$ cat config.mk
export PLATFORM = sky130hd
export DESIGN_NAME = comp_arbiter_flat
export DESIGN_NICKNAME = d
export VERILOG_FILES = /design/src/rtl/comp_arbiter_if.sv /design/src/rtl/comp_arbiter.sv /design/src/flat_wrapper.sv
export SDC_FILE = /design/constraint.sdc
export NUM_CORES = 1
export LEC_CHECK = 0
export CORE_MARGIN = 4
export CORE_UTILIZATION = 57
export DETAILED_ROUTE_END_ITERATION = 16
export GPL_TIMING_DRIVEN = 0
export PLACE_DENSITY = 0.9
export SKIP_CTS_REPAIR_TIMING = 1
export SLEW_MARGIN = 5
export SYNTH_ARGS = -nofsm -noshare
export SYNTH_HDL_FRONTEND = slang
export SYNTH_SLANG_ARGS = --single-unit
$ cat constraint.sdc
create_clock -name clk -period 3.85 [get_ports clk]
set_input_delay 0.385 -clock clk [delete_from_list [all_inputs] [get_ports clk]]
set_output_delay 0.385 -clock clk [all_outputs]
set_load 0.05 [all_outputs]
$ cat src/rtl/comp_arbiter_if.sv
// Requester/response bundle for comp_arbiter: operand requests, shared comparator lane
// and tagged equality response.
interface comp_arbiter_if #(
    parameter int unsigned NREQ  = 4,
    parameter int unsigned WIDTH = 3,
    parameter int unsigned IDW   = 2
);
    logic [NREQ-1:0]       req;
    logic [NREQ*WIDTH-1:0] req_a;
    logic [NREQ*WIDTH-1:0] req_b;
    logic [NREQ-1:0]       gnt;
    logic [WIDTH-1:0]      cmp_x;
    logic [WIDTH-1:0]      cmp_y;
    logic                  cmp_eq;
    logic                  rsp_valid;
    logic                  rsp_ready;
    logic [IDW-1:0]        rsp_id;
    logic                  rsp_eq;
    logic                  busy;

    modport master (
        output req, req_a, req_b, cmp_eq, rsp_ready,
        input  gnt, cmp_x, cmp_y, rsp_valid, rsp_id, rsp_eq, busy
    );

    modport slave (
        input  req, req_a, req_b, cmp_eq, rsp_ready,
        output gnt, cmp_x, cmp_y, rsp_valid, rsp_id, rsp_eq, busy
    );
endinterface

$ cat src/rtl/comp_arbiter.sv
// Shares one equality comparator among NREQ requesters; round-robin by default,
// fixed lowest-index priority when COMP_ARB_FIXED_PRIO_EN is defined.
module comp_arbiter #(
    parameter int unsigned NREQ  = 4,
    parameter int unsigned WIDTH = 3,
    parameter int unsigned IDW   = 2
) (
    input  logic          clk,
    input  logic          reset,
    comp_arbiter_if.slave bus
);
    typedef enum logic [1:0] {
        IDLE  = 2'd0,
        ISSUE = 2'd1,
        RESP  = 2'd2
    } state_t;

    localparam logic [IDW-1:0] LAST_ID = IDW'(NREQ - 1);

    state_t           state_q, state_d;
    logic [IDW-1:0]   ptr_q, ptr_d;
    logic [IDW-1:0]   id_q, id_d;
    logic [WIDTH-1:0] op_x, op_x_d;
    logic [WIDTH-1:0] op_y, op_y_d;
    logic             eq_q, eq_d;
    logic             rsp_valid_q, rsp_valid_d;
    logic             busy_q, busy_d;
    logic [NREQ-1:0]  gnt_q, gnt_d;

    logic             win_found;
    logic [IDW-1:0]   win_idx;
    logic [WIDTH-1:0] win_a;
    logic [WIDTH-1:0] win_b;
    int unsigned      scan;

    // Winner search: first asserted request starting at ptr (or at 0 for fixed priority)
    always_comb begin : arbitrate
        win_found = 1'b0;
        win_idx   = '0;
        win_a     = '0;
        win_b     = '0;
        scan      = 0;
        for (int unsigned k = 0; k < NREQ; k++) begin
`ifdef COMP_ARB_FIXED_PRIO_EN
            scan = k;
`else
            scan = 32'(ptr_q) + k;
            if (scan >= NREQ) begin
                scan = scan - NREQ;
            end
`endif
            if (!win_found && bus.req[IDW'(scan)]) begin
                win_found = 1'b1;
                win_idx   = IDW'(scan);
                win_a     = bus.req_a[scan*WIDTH +: WIDTH];
                win_b     = bus.req_b[scan*WIDTH +: WIDTH];
            end
        end
    end

    always_comb begin : next_state
        state_d     = state_q;
        ptr_d       = ptr_q;
        id_d        = id_q;
        op_x_d      = op_x;
        op_y_d      = op_y;
        eq_d        = eq_q;
        rsp_valid_d = rsp_valid_q;
        gnt_d       = '0;
        unique case (state_q)
            IDLE: begin
                if (win_found) begin
                    id_d    = win_idx;
                    op_x_d  = win_a;
                    op_y_d  = win_b;
                    gnt_d   = NREQ'(1) << win_idx;
                    state_d = ISSUE;
                end
            end
            ISSUE: begin
                eq_d        = bus.cmp_eq;
                rsp_valid_d = 1'b1;
                state_d     = RESP;
            end
            RESP: begin
                if (bus.rsp_ready) begin
                    rsp_valid_d = 1'b0;
`ifdef COMP_ARB_FIXED_PRIO_EN
                    ptr_d = '0;
`else
                    ptr_d = (id_q == LAST_ID) ? '0 : IDW'(id_q + 1'b1);
`endif
                    state_d = IDLE;
                end
            end
            default: begin
                state_d = IDLE;
            end
        endcase
        busy_d = (state_d != IDLE);
    end

    always_ff @(posedge clk) begin : regs
        if (reset) begin
            state_q     <= IDLE;
            ptr_q       <= '0;
            id_q        <= '0;
            op_x        <= '0;
            op_y        <= '0;
            eq_q        <= 1'b0;
            rsp_valid_q <= 1'b0;
            busy_q      <= 1'b0;
            gnt_q       <= '0;
        end else begin
            state_q     <= state_d;
            ptr_q       <= ptr_d;
            id_q        <= id_d;
            op_x        <= op_x_d;
            op_y        <= op_y_d;
            eq_q        <= eq_d;
            rsp_valid_q <= rsp_valid_d;
            busy_q      <= busy_d;
            gnt_q       <= gnt_d;
        end
    end

    assign bus.gnt       = gnt_q;
    assign bus.cmp_x     = op_x;
    assign bus.cmp_y     = op_y;
    assign bus.rsp_valid = rsp_valid_q;
    assign bus.rsp_id    = id_q;
    assign bus.rsp_eq    = eq_q;
    assign bus.busy      = busy_q;
endmodule

$ cat src/flat_wrapper.sv
// flat-port wrapper written by rule: the top's interface ports become plain ports
module comp_arbiter_flat 
#(
    parameter int unsigned NREQ  = 4,
    parameter int unsigned WIDTH = 3,
    parameter int unsigned IDW   = 2
)
  (clk, reset, bus_req, bus_req_a, bus_req_b, bus_cmp_eq, bus_rsp_ready, bus_gnt, bus_cmp_x, bus_cmp_y, bus_rsp_valid, bus_rsp_id, bus_rsp_eq, bus_busy);
  comp_arbiter_if #(.NREQ(NREQ), .WIDTH(WIDTH), .IDW(IDW)) bus_i ();
  input  logic clk;
  input  logic reset;
  input wire logic [$bits(bus_i.req)-1:0] bus_req;
  input wire logic [$bits(bus_i.req_a)-1:0] bus_req_a;
  input wire logic [$bits(bus_i.req_b)-1:0] bus_req_b;
  input wire logic [$bits(bus_i.cmp_eq)-1:0] bus_cmp_eq;
  input wire logic [$bits(bus_i.rsp_ready)-1:0] bus_rsp_ready;
  output wire logic [$bits(bus_i.gnt)-1:0] bus_gnt;
  output wire logic [$bits(bus_i.cmp_x)-1:0] bus_cmp_x;
  output wire logic [$bits(bus_i.cmp_y)-1:0] bus_cmp_y;
  output wire logic [$bits(bus_i.rsp_valid)-1:0] bus_rsp_valid;
  output wire logic [$bits(bus_i.rsp_id)-1:0] bus_rsp_id;
  output wire logic [$bits(bus_i.rsp_eq)-1:0] bus_rsp_eq;
  output wire logic [$bits(bus_i.busy)-1:0] bus_busy;
  assign bus_i.req = bus_req;
  assign bus_i.req_a = bus_req_a;
  assign bus_i.req_b = bus_req_b;
  assign bus_i.cmp_eq = bus_cmp_eq;
  assign bus_i.rsp_ready = bus_rsp_ready;
  assign bus_gnt = bus_i.gnt;
  assign bus_cmp_x = bus_i.cmp_x;
  assign bus_cmp_y = bus_i.cmp_y;
  assign bus_rsp_valid = bus_i.rsp_valid;
  assign bus_rsp_id = bus_i.rsp_id;
  assign bus_rsp_eq = bus_i.rsp_eq;
  assign bus_busy = bus_i.busy;
  comp_arbiter #(.NREQ(NREQ), .WIDTH(WIDTH), .IDW(IDW)) u_core (.clk(clk), .reset(reset), .bus(bus_i));
endmodule
==> parameters.txt, run 1 <==
Parameter                              Value

Critical path
  Worst setup path category ... register to register
  Element type at the critical path end ... register
  Worst Reg-to-Reg Cells ... 11
  Top fanout value on the critical path ... 12
  Nature of the critical path startpoint ... register
  Highest-delay cell along the critical path ... sky130_fd_sc_hd__a21oi_1
  Setup slack on the worst flop-to-flop path ... 0.10 ns
  Longest individual stage delay on the worst path ... 0.76 ns
  Reg-to-reg critical path endpoint ... u_core.bus.cmp_y[2]
  Cells along the critical path ... buf_6 -> buf_6 -> inv_1 -> buf_2 -> buf_2 -> ha_1 -> clkbuf_1 -> a21oi_1 -> o311ai_0 -> a311o_1 -> a21oi_1
  Critical path required time ... 4.05 ns
  Endpoint arrival time on the critical path ... 3.95 ns
  Reg-to-reg startpoint ... u_core.ptr_q[0]

Floorplan
  Die X-Extent ... 86.0 um
  Vert. Die Dim ... 86.0 um
  Area of the die ... 0.00740 mm2
  Number of I/O pins ... 47
  Row Count ... 28
  Initial core utilization ... 0.586
  Area of the core ... 0.00592 mm2

Worst hold path
  Worst hold endpoint ... u_core.bus.rsp_eq
  Path category of the worst min-delay check ... register to register
  Min-Delay Startpoint ... u_core.bus.rsp_eq
  Number of cells traversed by the worst hold path ... 2

Global route
  First-pass GRT wire length ... 21600 um
  Overall global routing resource usage ... 0.378
  Vias in the first global route ... 3920
  Pin count of the biggest net entering global routing ... 13
  GRT Residual Overflow ... 0
  Initial antenna violation count ... 0

Logic synthesis
  Post-Synthesis Mean Instance Area ... 8.57 um2
  Net count after synthesis ... 444
  Asr flop ratio synth ... 0
  Number of instances in the synthesized netlist ... 405
  Cell types with the largest area share after synthesis ... sky130_fd_sc_hd__mux4_2 (22%), sky130_fd_sc_hd__mux2i_1 (11%), sky130_fd_sc_hd__dfxtp_1 (11%), sky130_fd_sc_hd__nand2_1 (3.9%), sky130_fd_sc_hd__a21oi_1 (3.6%)
  Post-Synthesis Cell Area ... 0.00347 mm2
  Most instantiated library cell after synthesis ... sky130_fd_sc_hd__mux2i_1
  Sequential-to-total area share from yosys stat ... 0.110
  Synthesis warning total ... 0
  Synth top area share ... 0.221
  Cell taking the most area after synthesis ... sky130_fd_sc_hd__mux4_2
  Number of distinct library cells after synthesis ... 64
  Synth Flop Type ... sky130_fd_sc_hd__dfxtp_1
  Number of enable-type register cells in the synthesized netlist ... 0
  Top cells by instance count after synthesis ... sky130_fd_sc_hd__mux2i_1 (39), sky130_fd_sc_hd__nand2_1 (36), sky130_fd_sc_hd__mux4_2 (34), sky130_fd_sc_hd__nor2_1 (27), sky130_fd_sc_hd__a21oi_1 (25)
  Number of register bits inferred by synthesis ... 19

STA
  Post-route worst hold slack ... 0.518 ns
  Minimum clock period ... 3.75 ns
  Final worst clock skew ... 0.00244 ns
  Slew @ Worst Pin ... 0.890 ns
  Fraction of the cycle the final worst path needs ... 0.974
  Final max-slew violation count ... 0
  Final-report setup violation count ... 0
  Accumulated negative setup slack ... 0 ns
  Maximum clock frequency ... 267 MHz
  Number of hold-slack violations in the final timing report ... 0
  Max transition margin ... 0.407

Routing
  DRC ... 0
  Initial detailed-routing violation count ... 666
  Post-route antenna net violation count ... 0
  DRT Wirelength ... 14100 um
  First-pass iteration count of the detailed router ... 7
  WL per Instance ... 26.6 um
  Routed via count ... 4137
  Number of vias per cell ... 7.84

CTS
  CTS tree ... built
  Clock sink count ... 19
  Clock Tree Root ... sky130_fd_sc_hd__clkbuf_8
  CTS H-Tree Depth ... 1
  Insertion delay to the later sink of the worst-skew pair ... 0.26 ns
  Clock Tree Buf Depth ... 2
  Clock-pin slew reported for the worst setup and hold paths after clock tree synthesis ... 0.08 ns
  TritonCTS buffer count ... 3

Placement
  Number of cells after detailed placement ... 524
  Count of buffers inserted at the top-level ports ... 44
  Placer congestion estimate ... 1.06
  Hpwl dp ... 10300 um

Layout
  Final non-filler cell total ... 528
  Filler Cells Inserted ... 477
  Nets ... 493
  Synth-to-Final Area Change ... 18.0%
  Fraction of layout instances using a drive strength above 1 ... 0.192
  Final antenna diode count ... 0

Power and ir drop
  Power per cell area ... 262 mW/mm2
  Total chip power ... 0.00107 W
  Static leakage power ... 1.39 nW
  Maximum vdd drop ... 0.223 mV

Flow run
  Number of max-cap violations ... 0

Status
  Result of the run ... complete, no violations
## stage by stage
| stage | cell area, um2 | utilization | setup slack [ns] |
|---|---|---|---|
| after CTS | 4050 | 0.684 | -0.0310 |
| after floorplan | 3470 | - | 0.816 |
| after global placement | 4000 | 0.676 | -0.00599 |
| final | 4100 | 0.692 | 0.102 |
| after global routing | 4100 | 0.692 | -0.00168 |
| after detailed placement | 4000 | 0.676 | -0.0150 |
## flip-flops by register name, indices dropped and copies added (netlist names)
name and cells:
u_core.ptr_q 2, u_core.bus.busy 1, u_core.state_q 2, u_core.bus.gnt 4
u_core.bus.rsp_valid 1, u_core.bus.cmp_x 3, u_core.bus.rsp_eq 1, u_core.bus.cmp_y 3
u_core.bus.rsp_id 2
## worst max-delay path: cells and delay by family (launching register included)
kind / cells / cell delay (ns)
AOI/OAI and AO/OA: 4 / 1.76
adders and majority gates: 1 / 0.28
buffers and inverters: 6 / 1.24
DFF: 1 / 0.41
## routing by layer
layer | vias up | track usage | part of all wire
li1 | 1693 | - | -
met1 | 1897 | 0.501 | 0.36
met2 | 431 | 0.558 | 0.42
met3 | 116 | 0.0893 | 0.14
met4 | 0 | 0.219 | 0.078
met5 | - | 0 | 0
## power by group
part	total (W)	switching, W	internal (W)
registers	0.000241	0.0000181	0.000222
clock network	0.000143	0.0000712	0.0000721
logic	0.000690	0.000414	0.000276
## cells in the final DEF, fill, tap and decap left out, types with 5 or more instances in the layout
cell type                         count
sky130_fd_sc_hd__nand2_1             36
sky130_fd_sc_hd__and3_1               6
sky130_fd_sc_hd__o21ai_0             22
sky130_fd_sc_hd__o211ai_1            11
sky130_fd_sc_hd__a211oi_1             7
sky130_fd_sc_hd__clkbuf_1            10
sky130_fd_sc_hd__nor2b_1              5
sky130_fd_sc_hd__buf_6                6
sky130_fd_sc_hd__buf_2               15
sky130_fd_sc_hd__ha_1                 7
sky130_fd_sc_hd__nor3_1              11
sky130_fd_sc_hd__clkdlybuf4s50_1     44
sky130_fd_sc_hd__mux4_2              34
sky130_fd_sc_hd__nor2_1              27
sky130_fd_sc_hd__a21oi_1             25
sky130_fd_sc_hd__mux2_2               6
sky130_fd_sc_hd__nand3_1             15
sky130_fd_sc_hd__a31oi_1              6
sky130_fd_sc_hd__mux2i_1             38
sky130_fd_sc_hd__nand2b_1            14
sky130_fd_sc_hd__dfxtp_1             19
## final cells by class
class,instances,area [um2],area share
multi-input combinational,342,2880,0.704
sequential,19,380,0.0929
clock inverter,1,5.00,0.00122
clock buffer,3,41.3,0.0101
buffer,39,234,0.0571
timing repair buffer,44,440,0.108
inverter,5,18.8,0.00458
tap,75,93.8,0.0229
## logic make-up (layout without fill, tap and decap cells)
family | after synthesis | after routing | synth area share
adder cells (fa/ha/maj) | 7 | 7 | 0.0252
AND/OR/NAND/NOR | 141 | 141 | 0.206
AO/OA/AOI/OAI | 113 | 113 | 0.234
multiplexers | 79 | 79 | 0.353
XOR/XNOR | 2 | 2 | 0.00505
buffers and inverters | 44 | 92 | 0.0674
flip-flops | 19 | 19 | 0.110
## worst max path at each step
stage	cells past startpoint	endpoint	startpoint	slack [ns]
2_1_floorplan	12	u_core.bus.cmp_y[1]	u_core.ptr_q[0]	0.82
3_3_place_gp	15	u_core.bus.cmp_x[1]	u_core.ptr_q[0]	-0.006
3_5_place_dp	15	u_core.bus.cmp_x[1]	u_core.ptr_q[0]	-0.02
4_1_cts	15	u_core.bus.cmp_x[1]	u_core.ptr_q[0]	-0.03
5_1_grt	14	u_core.bus.cmp_x[0]	u_core.ptr_q[0]	-0.002
6_report	11	u_core.bus.cmp_y[2]	u_core.ptr_q[0]	0.10
Power figures use the tool's default switching activity.
==> run 2, diff against run 1 <==
CORE_UTILIZATION = 60   (was 57)
PLACE_DENSITY = 0.94   (was 0.9)
clock period = 4.6 ns   (was 3.85 ns; I/O delays follow)
==> run 2 against run 1 <==
Net effect:
- combinational power decreased by 18%
- utilization is 3.4 points higher
- register-to-register slack better by 0.41 ns
- wire length fell by 6.4%
- count of clock-buffer cells in the layout unchanged
- non-clock buffer count unchanged
- sequential cell count stayed put
- clock power fell by 19%
- final area down 1.2%
- cell count decreased by 0.57%
- hold slack got worse by 0.013 ns
- largest power group unchanged
- highest routed layer unchanged
==> parameters.txt, run 2 (synthesis gave the netlist of run 1 again) <==
Parameter                              Value

Critical path
  Top fanout value on the critical path ... 12
  Highest-delay cell along the critical path ... sky130_fd_sc_hd__a2111oi_0
  CP top delay family ... buffers and inverters
  Setup slack on the worst flop-to-flop path ... 0.52 ns
  Critical path buffer and inverter count ... 8
  Element type at the critical path end ... register
  Endpoint arrival time on the critical path ... 4.20 ns
  Cells along the critical path ... buf_6 -> buf_4 -> inv_1 -> buf_2 -> buf_2 -> ha_1 -> buf_6 -> buf_4 -> buf_4 -> mux2i_1 -> o21ai_0 -> mux2i_1 -> nor3_1 -> a2111oi_0 -> o32ai_1
  Critical path required time ... 4.72 ns
  Nature of the critical path startpoint ... register
  Count of cell instances traversed by the critical path ... 15
  Worst setup path category ... register to register
  Worst Reg-to-Reg Cells ... 15
  Longest individual stage delay on the worst path ... 0.66 ns
  Most repeated library cell on the critical path ... sky130_fd_sc_hd__buf_4

Status
  Result of the run ... complete, no violations

CTS
  Clock-pin slew reported for the worst setup and hold paths after clock tree synthesis ... 0.07 ns
  CTS tree ... built
  Clock sink count ... 19
  CTS H-Tree Depth ... 1
  TritonCTS buffer count ... 3
  Insertion delay to the later sink of the worst-skew pair ... 0.26 ns
  Clock Tree Root ... sky130_fd_sc_hd__clkbuf_8
  Clock Tree Buf Depth ... 2

Placement
  Hpwl dp ... 9810 um
  Count of buffers inserted at the top-level ports ... 44
  Placer congestion estimate ... 1.06
  Dpl ws ... 0.726 ns

Routing
  Initial detailed-routing violation count ... 708
  WL per Instance ... 25.1 um
  Number of vias per cell ... 7.66
  Post-route antenna net violation count ... 0
  DRC ... 0
  First-pass iteration count of the detailed router ... 6
  Routed via count ... 4019
  DRT Wirelength ... 13200 um

Power and ir drop
  Static leakage power ... 1.39 nW
  Maximum vdd drop ... 0.206 mV
  Power per cell area ... 217 mW/mm2

Floorplan
  Area of the die ... 0.00706 mm2
  Row Count ... 27
  Number of I/O pins ... 47
  Area of the core ... 0.00557 mm2
  Die X-Extent ... 84.0 um
  Vert. Die Dim ... 84.0 um
  Initial core utilization ... 0.622

STA
  Final max-slew violation count ... 0
  Setup repair after global routing missed its margin ... false
  Accumulated negative setup slack ... 0 ns
  Final worst clock skew ... 0.00386 ns
  Max transition margin ... 0.491
  Final-report setup violation count ... 0
  Number of hold-slack violations in the final timing report ... 0
  Setup ws final ... 0.515 ns
  Slew @ Worst Pin ... 0.744 ns
  Fraction of the cycle the final worst path needs ... 0.888
  Minimum clock period ... 4.08 ns
  Maximum clock frequency ... 245 MHz
  Post-route worst hold slack ... 0.505 ns

Global route
  Vias in the first global route ... 3867
  Initial antenna violation count ... 0
  GRT Residual Overflow ... 0
  First-pass GRT wire length ... 20600 um
  Overall global routing resource usage ... 0.369
  Pin count of the biggest net entering global routing ... 13

Layout
  Number of flip-flops under the largest register name ... 4
  Nets ... 493
  Final antenna diode count ... 0
  Commonest cells after routing, fill and taps aside ... sky130_fd_sc_hd__clkdlybuf4s50_1 (44), sky130_fd_sc_hd__mux2i_1 (39), sky130_fd_sc_hd__nand2_1 (36)
  Fraction of layout instances using a drive strength above 1 ... 0.183
  Leading cell type in the layout, fill and taps excluded ... sky130_fd_sc_hd__clkdlybuf4s50_1
  Layout Utilization ... 0.726
  Synth-to-Final Area Change ... 16.6%

Flow run
  Number of max-cap violations ... 0

Worst hold path
  Path category of the worst min-delay check ... register to register
  Number of cells traversed by the worst hold path ... 2
[run 2: per-stage QoR]
step	instance area, um2	power (W)	cells
after floorplan	3470	0.000574	405
after global placement	4000	0.000738	521
after detailed placement	4000	0.000747	521
after CTS	4050	0.000864	525
after global routing	4050	0.000916	525
final	4050	0.000880	525
[run 2: area by class of cell]
class,instances,area [um2]
tap,72,90.1
timing repair buffer,44,440
sequential,19,380
inverter,5,18.8
buffer,39,215
fill,449,1530
multi-input combinational,342,2860
clock inverter,1,5.00
clock buffer,3,41.3
[run 2: path summary, 6_finish.rpt]
check | startpoint | endpoint
min reg2reg | u_core.bus.rsp_eq | u_core.bus.rsp_eq
min | u_core.bus.rsp_eq | u_core.bus.rsp_eq
max | u_core.ptr_q[0] | u_core.bus.cmp_x[1]
max reg2reg | u_core.ptr_q[0] | u_core.bus.cmp_x[1]
[run 2: where the power goes]
group          leakage [nW]  switching [W]  internal (W)  total, W
combinational          1.21       0.000336      0.000227  0.000563
clock                0.0255      0.0000559     0.0000602  0.000116
sequential            0.156      0.0000141      0.000186  0.000200
[run 2: tightest hold or removal path: stages (launching register included)]
cell	delay [ns]
sky130_fd_sc_hd__dfxtp_1	0.33
sky130_fd_sc_hd__mux2i_1	0.07
sky130_fd_sc_hd__nor2_1	0.07
[run 2: routing by layer]
metal | GRT usage | share of wire | vias to the layer above
met5 | 0 | 0 | -
met3 | 0.0809 | 0.14 | 97
met1 | 0.485 | 0.36 | 1817
li1 | - | - | 1697
met2 | 0.570 | 0.43 | 408
met4 | 0.180 | 0.063 | 0
